## src/rtl/sem_pkg.sv

```systemverilog
// sem_pkg: shared command width, FSM state encoding and SEM opcode nibbles.
package sem_pkg;
  localparam int SEM_CMD_W = 44;
  localparam logic [3:0] OP_ERR_INJECT = 4'hE;
  localparam logic [3:0] OP_OBSERVE = 4'hA;
  localparam logic [3:0] OP_IDLE = 4'hB;
  typedef enum logic [2:0] {S_IDLE, S_ISSUE, S_WAIT_ACK, S_WAIT_DONE, S_GAP} sem_q_state_t;
endpackage

```

## src/rtl/sem_cmd_fifo.sv

```systemverilog
// sem_cmd_fifo: synchronous DEPTH x SEM_CMD_W command FIFO; a push while full is taken only alongside a pop.
module sem_cmd_fifo
  import sem_pkg::*;
#(
  parameter int DEPTH = 4
) (
  input  logic                    clk,
  input  logic                    rst_n,
  input  logic                    push_i,
  input  logic                    pop_i,
  input  logic [SEM_CMD_W-1:0]    data_i,
  output logic [SEM_CMD_W-1:0]    data_o,
  output logic [$clog2(DEPTH):0]  level_o,
  output logic                    full_o,
  output logic                    empty_o
);
  localparam int AW = $clog2(DEPTH);
  logic [SEM_CMD_W-1:0] mem_q [DEPTH];
  logic [AW-1:0] wr_q, rd_q;
  logic [AW:0] level_q;
  logic wr_en, rd_en;
  assign full_o  = level_q == (AW+1)'(DEPTH);
  assign empty_o = level_q == '0;
  assign rd_en   = pop_i && !empty_o;
  assign wr_en   = push_i && (!full_o || rd_en);
  assign data_o  = mem_q[rd_q];
  assign level_o = level_q;
  always_ff @(posedge clk or negedge rst_n) begin
    if (!rst_n) begin
      wr_q    <= '0;
      rd_q    <= '0;
      level_q <= '0;
    end else begin
      wr_q    <= wr_q + AW'(wr_en);
      rd_q    <= rd_q + AW'(rd_en);
      level_q <= level_q + (AW+1)'(wr_en) - (AW+1)'(rd_en);
    end
  end
  always_ff @(posedge clk) begin
    if (wr_en) mem_q[wr_q] <= data_i;
  end
endmodule

```

## src/rtl/sem_command_queue.sv

```systemverilog
// sem_command_queue: buffers generator commands and issues them one at a time to the SEM IP,
// waiting for busy acknowledge/completion and enforcing an idle gap between commands.
module sem_command_queue
  import sem_pkg::*;
#(
  parameter int DEPTH       = 4,
  parameter int GAP_CYCLES  = 16,
  parameter int ACK_TIMEOUT = 64
) (
  input  logic                    clk,
  input  logic                    rst_n,
  input  logic [SEM_CMD_W-1:0]    in_code,
  input  logic                    in_strobe,
  output logic                    in_busy,
  input  logic                    sem_ready,
  input  logic                    sem_busy,
  output logic [SEM_CMD_W-1:0]    sem_code,
  output logic                    sem_strobe,
  output logic [$clog2(DEPTH):0]  level,
  output logic [7:0]              drop_count,
  output logic                    timeout_err,
  input  logic                    err_clr
);
  sem_q_state_t state_q, state_d;
  logic [15:0] timer_q, timer_d;
  logic [SEM_CMD_W-1:0] code_q, code_d, head;
  logic strobe_q, strobe_d, terr_q, terr_d, timeout, full, empty, pop, drop;
  logic [7:0] drop_q, drop_d;
  sem_cmd_fifo #(.DEPTH(DEPTH)) u_fifo (
    .clk(clk), .rst_n(rst_n), .push_i(in_strobe), .pop_i(pop), .data_i(in_code),
    .data_o(head), .level_o(level), .full_o(full), .empty_o(empty)
  );
  assign pop         = state_q == S_ISSUE;
  assign drop        = in_strobe && full && !pop;
  assign in_busy     = full;
  assign sem_code    = code_q;
  assign sem_strobe  = strobe_q;
  assign drop_count  = drop_q;
  assign timeout_err = terr_q;
  assign drop_d      = err_clr ? 8'd0 : (drop && drop_q != 8'hFF) ? drop_q + 8'd1 : drop_q;
  assign terr_d      = err_clr ? 1'b0 : terr_q | timeout;
  // Strobe and code are registered on the IDLE->ISSUE edge so they appear during ISSUE.
  always_comb begin
    state_d  = state_q;
    timer_d  = timer_q;
    strobe_d = 1'b0;
    code_d   = code_q;
    timeout  = 1'b0;
    case (state_q)
      S_IDLE: if (!empty && sem_ready && !sem_busy) begin
        state_d  = S_ISSUE;
        strobe_d = 1'b1;
        code_d   = head;
      end
      S_ISSUE: begin
        state_d = S_WAIT_ACK;
        timer_d = '0;
      end
      S_WAIT_ACK: if (sem_busy) state_d = S_WAIT_DONE;
        else if (timer_q == 16'(ACK_TIMEOUT - 1)) begin
          timeout = 1'b1;
          state_d = S_GAP;
          timer_d = '0;
        end else timer_d = timer_q + 16'd1;
      S_WAIT_DONE: if (!sem_busy) begin
        state_d = S_GAP;
        timer_d = '0;
      end
      S_GAP: if (timer_q == 16'(GAP_CYCLES - 1)) state_d = S_IDLE;
        else timer_d = timer_q + 16'd1;
      default: state_d = S_IDLE;
    endcase
  end
  always_ff @(posedge clk or negedge rst_n) begin
    if (!rst_n) begin
      state_q  <= S_IDLE;
      timer_q  <= '0;
      code_q   <= '0;
      strobe_q <= 1'b0;
      drop_q   <= '0;
      terr_q   <= 1'b0;
    end else begin
      state_q  <= state_d;
      timer_q  <= timer_d;
      code_q   <= code_d;
      strobe_q <= strobe_d;
      drop_q   <= drop_d;
      terr_q   <= terr_d;
    end
  end
endmodule

```

## config.mk

```make
export PLATFORM = sky130hd
export DESIGN_NAME = sem_command_queue
export DESIGN_NICKNAME = d
export VERILOG_FILES = /design/src/rtl/sem_pkg.sv /design/src/rtl/sem_cmd_fifo.sv /design/src/rtl/sem_command_queue.sv
export SDC_FILE = /design/constraint.sdc
export NUM_CORES = 1
export LEC_CHECK = 0
export CORE_MARGIN = 3
export CORE_UTILIZATION = 50
export DETAILED_ROUTE_END_ITERATION = 12
export MAX_ROUTING_LAYER = met4
export PLACE_DENSITY = 0.7
export REMOVE_ABC_BUFFERS = 1
export SLEW_MARGIN = 0
export SYNTH_ARGS = -nofsm -noshare
export SYNTH_HDL_FRONTEND = slang
export SYNTH_SLANG_ARGS = --single-unit
```

## constraint.sdc

```tcl
create_clock -name clk -period 6.99 [get_ports clk]
set_clock_uncertainty 0.15 [all_clocks]
set_input_delay 1.398 -clock clk [delete_from_list [all_inputs] [get_ports clk]]
set_output_delay 1.398 -clock clk [all_outputs]
set_load 0.05 [all_outputs]
```

# == Word-level counts from Yosys, hierarchy flattened ==
# Memory sizes are Yosys's and may differ from the RTL's. A register that Yosys moved wholly into a read port is not among the register bits.
# Index checks and enable logic that the tools add are counted.
# classes
n_mux,21
n_eq_ne,14
bitwise_logic,1
n_reduce_logical,20
addsub,6
# op_table
operator,n
$mux W16,4
$pmux W16 S4,1
$add A16 B1 Y16 const B,1
$eq A16 B4 Y1 const B,1
$eq A16 B6 Y1 const B,1
$mux W8,2
$mux W3,5
$pmux W3 S5,1
$ne A2 B2 Y1 const B,5
$add A8 B1 Y8 const B,1
$mux W1,8
$ne A8 B8 Y1 const B,1
$reduce_and A4 Y1,2
$logic_and A1 B1 Y1,7
$eq A3 B2 Y1 const B,2
$eq A3 B3 Y1 const B,2
$logic_not A3 Y1,2
$logic_not A1 Y1,5
$add A2 B1 Y2,2
$reduce_bool A4 Y1,1
$add A3 B1 Y3,1
$eq A3 B1 Y1 const B,1
$ne A3 B3 Y1 const B,1
$sub A3 B1 Y3,1
4 further kinds,4
# word_totals
n_memories,1
regBits,36
input_bits,50
ramBits,176
# mem_list
name,depth,word_bits,read_ports,rd_clocked_by_memory_dff,write_ports,line_no,rtl
u_fifo.mem_q,4,44,1,1,1,sem_cmd_fifo.sv:18,logic [SEM_CMD_W-1:0] mem_q [DEPTH];

# == Longest topological paths before layout ==
# Gate-level depths: netlist of run 1.
# logic_depth
ltp_word,7
mapped_depth,10
mapped_depth_nobuf,9

# == Hierarchy ==
# A second synthesis of run 1 with hierarchy kept.
# hier_totals
hier_cells,609
hier_area_um2,10000.8
# modules_own_cells
mod,instances,cells_each,area_per_inst_um2,seq_area_each_um2
sem_cmd_fifo,1,261,6774.0,5460.2
sem_command_queue,1,348,3226.8,1826.8

# == Least setup slack after synthesis of run 1 ==
# No wires, ideal clock.
# synth_path
path_kind,input -> register
startpoint,in in_strobe
endpoint,"mem u_fifo.mem_q[1][0], enable pin"
path_slack_ns,1.602
stages,2
arrival_time_ns,4.729
path_cell_list,nand2_1 nor3b_1
# synth_via
elab_chain_cells,3
# synth_rtl
element,line_no,rtl
start: declaration,sem_command_queue.sv:13,"input logic in_strobe,"
$logic_and A1 B1 Y1,sem_cmd_fifo.sv:25,assign wr_en = push_i && (!full_o || rd_en);
$mux W1,sem_cmd_fifo.sv:40,if (wr_en) mem_q[wr_q] <= data_i;
$mux W1 (not written as such),sem_cmd_fifo.sv:40,
end: declaration,sem_cmd_fifo.sv:18,
# Every way passes these cells.

# == Final worst setup path of run 1 ==
# layout_path
startpoint,"reg u_fifo.level_q[1], in the netlist u_fifo.level_o[1]"
endpoint,out in_busy
# layout_via
elab_chain_cells,1
# layout_rtl
element,line_no,rtl
start: declaration,sem_cmd_fifo.sv:20,logic [AW:0] level_q;
start signal: assignment,sem_cmd_fifo.sv:36,level_q <= level_q + (AW+1)'(wr_en) - (AW+1)'(rd_en);
$eq A3 B3 Y1,sem_cmd_fifo.sv:22,assign full_o = level_q == (AW+1)'(DEPTH);
end: declaration,sem_command_queue.sv:14,"output logic in_busy,"
# Every way passes these cells.

==> impl_metrics.tcl, run 1 <==
set metrics [dict create \
    run_status "complete, no violations" \
    drc 0 \
    synth_ff_type "edfxtp_1" \
    grt_pass1_vias 5444 \
    hold_path.class "reg2reg" \
    pwr-share-clk_pct 25.8 \
    start_util_pct 52.0 \
    ys_ff_latch 256 \
    vdd_ir_drop_max_mv 0.371 \
    path_depth 2 \
    cp_slowest_cell "clkdlybuf4s50_1" \
    initialDrtViolationCount 332 \
    min-delay-start "sem_code[29]" \
    cp-start-kind "flop" \
    internal_power_mw 3.57 \
    multi_input_area_um2 2530 \
    synth_edf_count 176 \
    synth_cell_types 49 \
    finalWirelength_um 18400 \
    routedWlPerCell_um 19.8 \
    place_ws_ns 3.03 \
    comb_power_share_pct 31.8 \
    cts-root-buf "clkbuf_16" \
    core-area_um2 19100 \
    hold_depth 1 \
    timing.final.crit_period_ns 3.72 \
    antenna_found_initial 1 \
    cp_num_buf_inv 1 \
    switchingPower_mw 1.81 \
    ctsResizeCount 0 \
    cts_tree "built" \
    row_count 50 \
    layout.nets 704 \
    cts_sinks 256 \
    area_growth_pct 22.8 \
    ys_seq_area_share_pct 73.5 \
    slew-limit-headroom_pct 16.1 \
    syn-mean-instance-area_um2 18.8 \
    async_reset_ff_share_pct 31.3 \
    whs_ns 0.342 \
    io_pins 108 \
    ys_warn_count 0 \
    numCtsBuffers 26 \
    cap_violations 0 \
    swShare_pct 33.6 \
    path_max_fanout 5 \
    dieHeight_um 147 \
    hold_end "sem_code[29]" \
    synthSimpleGateAreaFrac_pct 5.30 \
    r2r-start "timer_q[7]" \
    h-tree-depth 1 \
    critPathArrivalTime_ns 2.17 \
    cp.required_ns 5.44 \
    grt_max_degree 61 \
    grt_overflow 0 \
    drv_slew 0 \
    rr_endpoint "timer_q[8]" \
    routed-via-count 5175 \
    leakagePower_nw 4.28 \
    clk_path_buf_depth 3 \
    gp_congestion 0.840 \
    first_pass_iters 4 \
    io_buffers 107 \
    path_cells "nor3b_1, clkdlybuf4s50_1" \
    die_w_um 147 \
    synth-adder-area-share_pct 0.832 \
    grt_pass1_wl_um 29500 \
    synth_top_family_by_area "multiplexers" \
    cp-end-kind "output port" \
    clk_pin_slew_worst_paths_ns 0.06 \
    clk_latency_ns 0.53 \
    fillCellCount 1353 \
    cpLargestDelayFamily "buffers and inverters" \
    drtAntennaViolNets 0 \
    powerDensity_nw_per_um2 442 \
    drive_gt1_share_pct 18.3 \
    synth.area.mux_share_pct 15.0 \
    synth_xor_area_share_pct 1.32 \
    rsz0062_at_grt "false" \
    worstRegToRegCells 5 \
    pwr-share-seq_pct 42.4 \
    path_class "reg2out" \
    finalInstanceArea_um2 12200 \
    setup_ws_ns 3.27 \
    r2r_setup_slack_ns 3.84 \
    synth_area_um2 9920 \
    synth_compound_area_share_pct 2.88 \
    viasPerCell 5.56 \
    worstMarginPinSlew_ns 1.26 \
    hold_viol_final 0 \
    placed_area_um2 11300 \
    setup-violations-final 0 \
    period_share_pct 53.3 \
    max_freq_ghz 0.269 \
    crit_path_max_incr_delay_ns 0.87 \
    cts_setup_buffers 0 \
    die_area_um2 21600 \
    seqCellArea_um2 7290 \
    place_hpwl_um 10600 \
    synth_cells 527 \
    cts_hold_buffers 0 \
    setup_tns_ns 0 \
    track_usage_pct 17.8 \
]
==> how the worst max path moves through the flow <==
stage	start	to	slack, ns
finish	u_fifo.level_o[1]	in_busy	3.27
global route	u_fifo.level_o[1]	in_busy	3.13
CTS	u_fifo.level_o[1]	in_busy	3.24
detailed placement	sem_busy	sem_code[30]	3.03
global placement	sem_busy	sem_code[34]	3.04
floorplan	in_strobe	u_fifo.mem_q[1][0]	1.60
==> worst register-to-register path: stages (launching register included) <==
cell and delay, ns:
dfrtp_1 0.45, or4_1 0.57, nor4_2 0.54, a21oi_1 0.14, nor2b_1 0.97, nor2_1 0.15
==> kinds of logic after synthesis <==
kind of cell             count (synthesis)
buffers and inverters                   28
AO/OA/AOI/OAI                           41
multiplexers                            88
XOR/XNOR                                15
flip-flops                             256
AND/OR/NAND/NOR                         93
adder cells (fa/ha/maj)                  6
==> synthesized netlist by cell type, types with 6 or more instances <==
| library cell | n | area share (%) |
|---|---|---|
| mux2_1 | 39 | 4.4 |
| edfxtp_1 | 176 | 53 |
| buf_2 | 7 | 0.35 |
| nand2_1 | 17 | 0.64 |
| a21oi_2 | 9 | 0.79 |
| dfrtp_1 | 80 | 20 |
| nor3_1 | 6 | 0.30 |
| nand3_1 | 8 | 0.40 |
| xnor2_1 | 10 | 0.88 |
| nor2_1 | 22 | 0.83 |
| clkbuf_1 | 8 | 0.30 |
| a21oi_1 | 8 | 0.40 |
| mux4_2 | 44 | 10 |
| o31ai_1 | 6 | 0.45 |
| inv_1 | 7 | 0.26 |
==> per-layer routing <==
metal,vias to the layer above,share of wire (%),global-route usage [%]
met5,-,0,-
met4,0,1.6,4.05
met3,24,7.2,4.78
met2,142,50,28.6
met1,2677,41,23.2
li1,2332,-,-
==> sequential cells by signal, summed over array words and instances, names as in the netlist <==
register and flops:
drop_count 8, sem_code 44, sem_strobe 1, state_q 3, timeout_err 1, timer_q 16
u_fifo.level_o 3, u_fifo.mem_q 176, u_fifo.rd_q 2, u_fifo.wr_q 2
==> cell usage in the layout (no fill, tap or decap), drive strengths merged, types with 2 or more instances in the layout <==
master	netlist	final
a21oi	18	18
a31oi	3	3
and3	2	2
buf	13	8
bufinv	0	4
clkbuf	8	32
clkdlybuf4s50	0	106
clkinv	0	12
dfrtp	80	80
diode	0	2
edfxtp	176	176
ha	5	5
inv	7	7
mux2	44	44
mux4	44	44
nand2	17	17
nand3	8	8
nand4	4	4
nor2	22	22
nor2b	2	2
nor3	6	6
nor3b	4	4
nor4	6	6
o21ai	8	8
o31ai	6	6
or3	7	7
or3b	2	2
or4	8	8
xnor2	10	10
xor2	5	5
==> power groups by stage <==
stage          combinational (mW)  clock, mW  sequential, mW
3_3_place_gp                 1.71          0            2.31
2_1_floorplan               0.672          0            2.78
3_5_place_dp                 1.73          0            2.32
5_1_grt                      1.82       1.49            2.34
6_report                     1.71       1.39            2.28
4_1_cts                      1.74       1.42            2.30
==> stage by stage <==
step | instances | util, % | total power [mW]
floorplan | 506 | - | 3.45
global placement | 880 | 59.2 | 4.01
detailed placement | 880 | 59.2 | 4.06
CTS | 928 | 63.8 | 5.46
global route | 929 | 63.8 | 5.65
finish | 930 | 63.8 | 5.38
==> layout make-up <==
cell class                 instances  area share [%]
sequential                       256            59.9
multi-input combinational        243            20.8
timing repair buffer             114            9.20
clock buffer                      32            5.61
tap                              260            2.67
clock inverter                    16            1.60
inverter                           7           0.216
antenna                            2          0.0411
Note: power is estimated with default switching activity, not from simulation.
==> run 2: changes to the inputs <==
--- a/config.mk
+++ b/config.mk
@@ -9,7 +9,7 @@
 export CORE_UTILIZATION = 50
 export DETAILED_ROUTE_END_ITERATION = 12
 export MAX_ROUTING_LAYER = met4
-export PLACE_DENSITY = 0.7
+export PLACE_DENSITY = 0.73
 export REMOVE_ABC_BUFFERS = 1
 export SLEW_MARGIN = 0
 export SYNTH_ARGS = -nofsm -noshare
==> constraint.sdc (replaced) <==
create_clock -name clk -period 3.42 [get_ports clk]
set_clock_uncertainty 0.15 [all_clocks]
set_input_delay 0.684 -clock clk [delete_from_list [all_inputs] [get_ports clk]]
set_output_delay 0.684 -clock clk [all_outputs]
set_load 0.05 [all_outputs]
==> run 2 against run 1 <==
Count of clock-buffer cells in the layout up 1; flip-flop and latch count unchanged; first-iteration DRC count down 21%; via count unchanged; critical path type unchanged; core utilization down 0.36 points; non-clock buffer count up 6; final area down 0.56%; final cell count up 0.22%; global-route usage about the same.
==> impl_metrics.tcl, run 2 (synthesis gave the netlist of run 1 again) <==
set metrics [dict create \
    run_status "complete, no violations" \
    start_util_pct 52.0 \
    setup-violations-final 0 \
    numCtsBuffers 25 \
    path_class "reg2out" \
    path_cells "nor3b_1, clkdlybuf4s50_1" \
    drc 0 \
    routed-via-count 5175 \
    cp-end-kind "output port" \
    placed_cells 886 \
    cp-start-kind "flop" \
    cp_slowest_cell "clkdlybuf4s50_1" \
    antenna_found_initial 0 \
    largest-register "u_fifo.mem_q" \
    clk_latency_ns 0.53 \
    fin_cells 932 \
    grt_pass1_vias 5458 \
    grt_pass1_wl_um 29600 \
    final_common_cell "edfxtp_1" \
    largest_reg_flops 176 \
    core-area_um2 19100 \
    cts_tree "built" \
    track_usage_pct 17.8 \
    period_share_pct 89.7 \
    critPathArrivalTime_ns 2.23 \
    slew-limit-headroom_pct 36.6 \
    ctsResizeCount 0 \
    area_growth_pct 22.1 \
    finalWirelength_um 18500 \
    h-tree-depth 1 \
    cts_setup_buffers 0 \
    timing.final.crit_period_ns 3.07 \
    crit_end "in_busy" \
    grt_overflow 0 \
    routedWlPerCell_um 19.8 \
    viasPerCell 5.55 \
    drive_gt1_share_pct 19.0 \
    path_max_fanout 5 \
    cp.required_ns 2.59 \
    first_pass_iters 4 \
    clk_pin_slew_worst_paths_ns 0.06 \
    die_area_um2 21600 \
    swShare_pct 34.7 \
    worstRegToRegCells 9 \
    pwr-share-seq_pct 44.2 \
    hold_path.class "in2async" \
    worstMarginPinSlew_ns 0.951 \
    mostFrequentLayoutCells "176 x edfxtp_1, 106 x clkdlybuf4s50_1, 78 x dfrtp_1" \
    cts_sinks 256 \
    crit_path_max_incr_delay_ns 0.88 \
    gp_congestion 0.878 \
    die_w_um 147 \
    comb_power_share_pct 32.6 \
    max_freq_ghz 0.326 \
    critPathLaunch "u_fifo.level_o[1]" \
    vdd_ir_drop_max_mv 0.492 \
    cts-root-buf "clkbuf_16" \
    r2r-start "state_q[0]" \
    io_buffers 107 \
    drtAntennaViolNets 0 \
    io_pins 108 \
    rr_endpoint "u_fifo.level_o[2]" \
    rsz0062_at_grt "false" \
    switchingPower_mw 3.71 \
    setup_tns_ns 0 \
    clk_path_buf_depth 3 \
    r2r_setup_slack_ns 0.71 \
    place_hpwl_um 11300 \
    leakagePower_nw 4.27 \
    powerDensity_nw_per_um2 883 \
    hold_viol_final 0 \
    whs_ns 0.0589 \
    cap_violations 0 \
    layout.nets 709 \
    dieHeight_um 147 \
    internal_power_mw 6.99 \
    cts_hold_buffers 0 \
    diodes 0 \
    pwr-share-clk_pct 23.2 \
    initialDrtViolationCount 263 \
    grt_max_degree 51 \
    drv_slew 0 \
    row_count 50 \
]
==> run 2: cell count changes in the layout (fill, tap and decap cells not counted) <==
cell / delta
clkbuf_1: +2
buf_4: +4
diode_2: -2
clkinv_2: +4
clkinv_4: +1
buf_12: +2
clkbuf_16: -1
bufinv_16: -4
inv_16: +1
clkinv_1: -4
clkinv_16: -1
==> run 2: power by group through the flow <==
| stage | sequential, mW | clock, mW | combinational [mW] |
|---|---|---|---|
| 3_3_place_gp | 4.77 | 0 | 3.46 |
| 3_5_place_dp | 4.80 | 0 | 3.52 |
| 2_1_floorplan | 5.68 | 0 | 1.37 |
| 5_1_grt | 4.84 | 2.68 | 3.69 |
| 4_1_cts | 4.75 | 2.55 | 3.54 |
| 6_report | 4.73 | 2.48 | 3.49 |
==> run 2: layout make-up <==
| type | instances | area (um2) |
|---|---|---|
| Timing Repair Buffer | 120 | 1190 |
| Inverter | 7 | 26.3 |
| Clock buffer | 33 | 666 |
| Fill cell | 1364 | 6970 |
| Clock inverter | 13 | 78.8 |
| Sequential cell | 256 | 7290 |
| Multi-Input combinational cell | 243 | 2530 |
| Tap cell | 260 | 325 |
==> run 2: metrics by stage <==
step / setup WS (ns) / cell area [um2] / utilization [%] / power [mW]
detailed placement: 0.308 / 11400 / 59.6 / 8.32
CTS: 0.327 / 12100 / 63.5 / 10.8
global route: 0.208 / 12100 / 63.5 / 11.2
floorplan: -1.84 / 9820 / - / 7.05
global placement: 0.358 / 11400 / 59.6 / 8.23
finish: 0.352 / 12100 / 63.5 / 10.7
==> run 2: routing by layer <==
metal  share of wire (%)  GRT usage, %  up-vias  routed length, um
met4                 2.0          4.00        0                361
met2                  49          29.0      134               9140
met1                  44          23.7     2674               8040
li1                    -             -     2332                  -
met5                   0             -        -                  0
met3                 5.1          3.55       35                942
==> run 2: worst min path at each step <==
stage	start	end	cells past startpoint
floorplan	rst_n	drop_count[0]	0
global placement	sem_code[36]	sem_code[36]	1
detailed placement	sem_code[36]	sem_code[36]	1
CTS	rst_n	sem_code[39]	1
global route	rst_n	sem_code[39]	1
finish	rst_n	timer_q[3]	1
==> run 2: worst max-delay path, delay by kind of cell, from the launching register on <==
family,cells,cell delay (ns)
buf+inv,1,0.88
simple gates,1,0.38
flops,1,0.45
==> run 3: changes to the inputs <==
--- a/config.mk
+++ b/config.mk
@@ -5,12 +5,14 @@
 export SDC_FILE = /design/constraint.sdc
 export NUM_CORES = 1
 export LEC_CHECK = 0
+export ABC_AREA = 0
 export CORE_MARGIN = 3
 export CORE_UTILIZATION = 50
 export DETAILED_ROUTE_END_ITERATION = 12
 export MAX_ROUTING_LAYER = met4
-export PLACE_DENSITY = 0.73
+export PLACE_DENSITY = 0.79
 export REMOVE_ABC_BUFFERS = 1
+export SKIP_CTS_REPAIR_TIMING = 1
 export SLEW_MARGIN = 0
 export SYNTH_ARGS = -nofsm -noshare
 export SYNTH_HDL_FRONTEND = slang
==> run 3 against run 2 <==
Flip-flop and latch count did not move; critical path depth did not move; combinational power rose by 5%; global-route usage rose by 0.29 points; via count rose by 0.29%; non-clock buffer count fell by 2; largest power group unchanged; worst hold slack got worse by 0.0039 ns; largest cell class unchanged.
==> impl_metrics.tcl, run 3 (synthesis gave the netlist of run 1 again) <==
set metrics [dict create \
    drive_gt1_share_pct 19.5 \
    powerDensity_nw_per_um2 907 \
    max_freq_ghz 0.328 \
    drc 0 \
    routedWlPerCell_um 20.1 \
    path_max_fanout 5 \
    hold_viol_final 0 \
    finalPower_mw 11.2 \
    final_common_cell "edfxtp_1" \
    die_area_um2 21600 \
    rr_endpoint "u_fifo.level_o[2]" \
    antenna_found_initial 0 \
    routed-via-count 5190 \
    cap_violations 0 \
    period_share_pct 89.0 \
    place_hpwl_um 11300 \
    worstMarginPinSlew_ns 0.682 \
    drtAntennaViolNets 0 \
    fin_util_pct 64.5 \
    row_count 50 \
    grt_overflow 0 \
    mostFrequentLayoutCells "176 x edfxtp_1, 106 x clkdlybuf4s50_1, 78 x dfrtp_1" \
    crit_path_max_incr_delay_ns 0.87 \
    io_pins 108 \
    setup-violations-final 0 \
    grt_pass1_vias 5508 \
    wl_met1_um 8030 \
    diodes 0 \
    cts_tree "built" \
    clk_path_buf_depth 3 \
    cp.required_ns 2.59 \
    cp-start-kind "flop" \
    largest_reg_flops 176 \
    initialDrtViolationCount 278 \
    slew-limit-headroom_pct 54.6 \
    area_growth_pct 24.0 \
    hold_path.class "in2async" \
    path_cells "nor3b_1, clkdlybuf4s50_1" \
    track_usage_pct 18.1 \
    cts-root-buf "clkbuf_16" \
    start_util_pct 52.0 \
    clk_latency_ns 0.54 \
    drv_slew 0 \
    largest-register "u_fifo.mem_q" \
    cp_num_buf_inv 1 \
    numCtsBuffers 26 \
    run_status "complete, no violations" \
    finalWirelength_um 18700 \
    dr_wl_met3_um 1150 \
    whs_ns 0.0550 \
    worstRegToRegCells 9 \
    core-area_um2 19100 \
    path_class "reg2out" \
    placed_area_um2 11400 \
    finalInstanceArea_um2 12300 \
    layout.nets 708 \
    vdd_ir_drop_max_mv 0.765 \
    cp_slowest_cell "clkdlybuf4s50_1" \
    first_pass_iters 6 \
    leakagePower_nw 4.33 \
    cp-end-kind "output port" \
    grt_pass1_wl_um 30200 \
    critPathArrivalTime_ns 2.21 \
    die_w_um 147 \
    grt_max_degree 49 \
    r2r-start "state_q[1]" \
    r2r_setup_slack_ns 0.64 \
    timing.final.crit_period_ns 3.04 \
    clk_pin_slew_worst_paths_ns 0.06 \
    cpLargestDelayFamily "buffers and inverters" \
    gp_congestion 0.897 \
    routed-wl-met2_um 9260 \
    viasPerCell 5.57 \
    io_buffers 107 \
    highest_layer "met4" \
    dieHeight_um 147 \
    cts_sinks 256 \
    rsz0062_at_grt "false" \
    h-tree-depth 1 \
]
## run 3: changes by cell type in the layout (fill, tap and decap cells not counted), sizes merged
cell      delta
bufinv       +3
clkinv       -3
buf          -2
clkinvlp     +2
clkbuf       +1
inv          -1
## run 3: power by group
part / switching [mW] / total [mW] / internal [mW]
logic: 2.14 / 3.65 / 1.51
clock network: 1.15 / 2.88 / 1.74
registers: 0.477 / 4.62 / 4.14
## run 3: worst max path at each step
stage | startpoint | to | slack [ns] | cells after the start
finish | u_fifo.level_o[1] | in_busy | 0.38 | 2
global route | u_fifo.level_o[1] | in_busy | 0.24 | 2
CTS | u_fifo.level_o[1] | in_busy | 0.36 | 2
detailed placement | sem_busy | sem_code[3] | 0.29 | 5
global placement | sem_busy | sem_code[30] | 0.35 | 5
floorplan | u_fifo.level_o[1] | u_fifo.mem_q[1][0] | -1.84 | 4
## run 3: through the flow
step,TNS (ns),setup slack (ns),cells
after global placement,0,0.350,884
after floorplan,-179.53,-1.84,506
after global routing,0,0.245,932
after detailed placement,0,0.294,884
final,0,0.375,932
after CTS,0,0.356,932
## run 3: cell type report
type                            instances  area (um2)
Inverter                                7        26.3
Multi-Input combinational cell        243        2530
Timing Repair Buffer                  118        1230
Clock inverter                         14         173
Sequential cell                       256        7290
Fill cell                            1301        6780
Tap cell                              260         325
Clock buffer                           34         731
## run 3: metal layers
metal / track usage [%] / vias to the layer above
met3: 3.86 / 26
met1: 24.2 / 2673
met4: 3.34 / 0
met5: - / -
met2: 29.5 / 154
li1: - / 2337
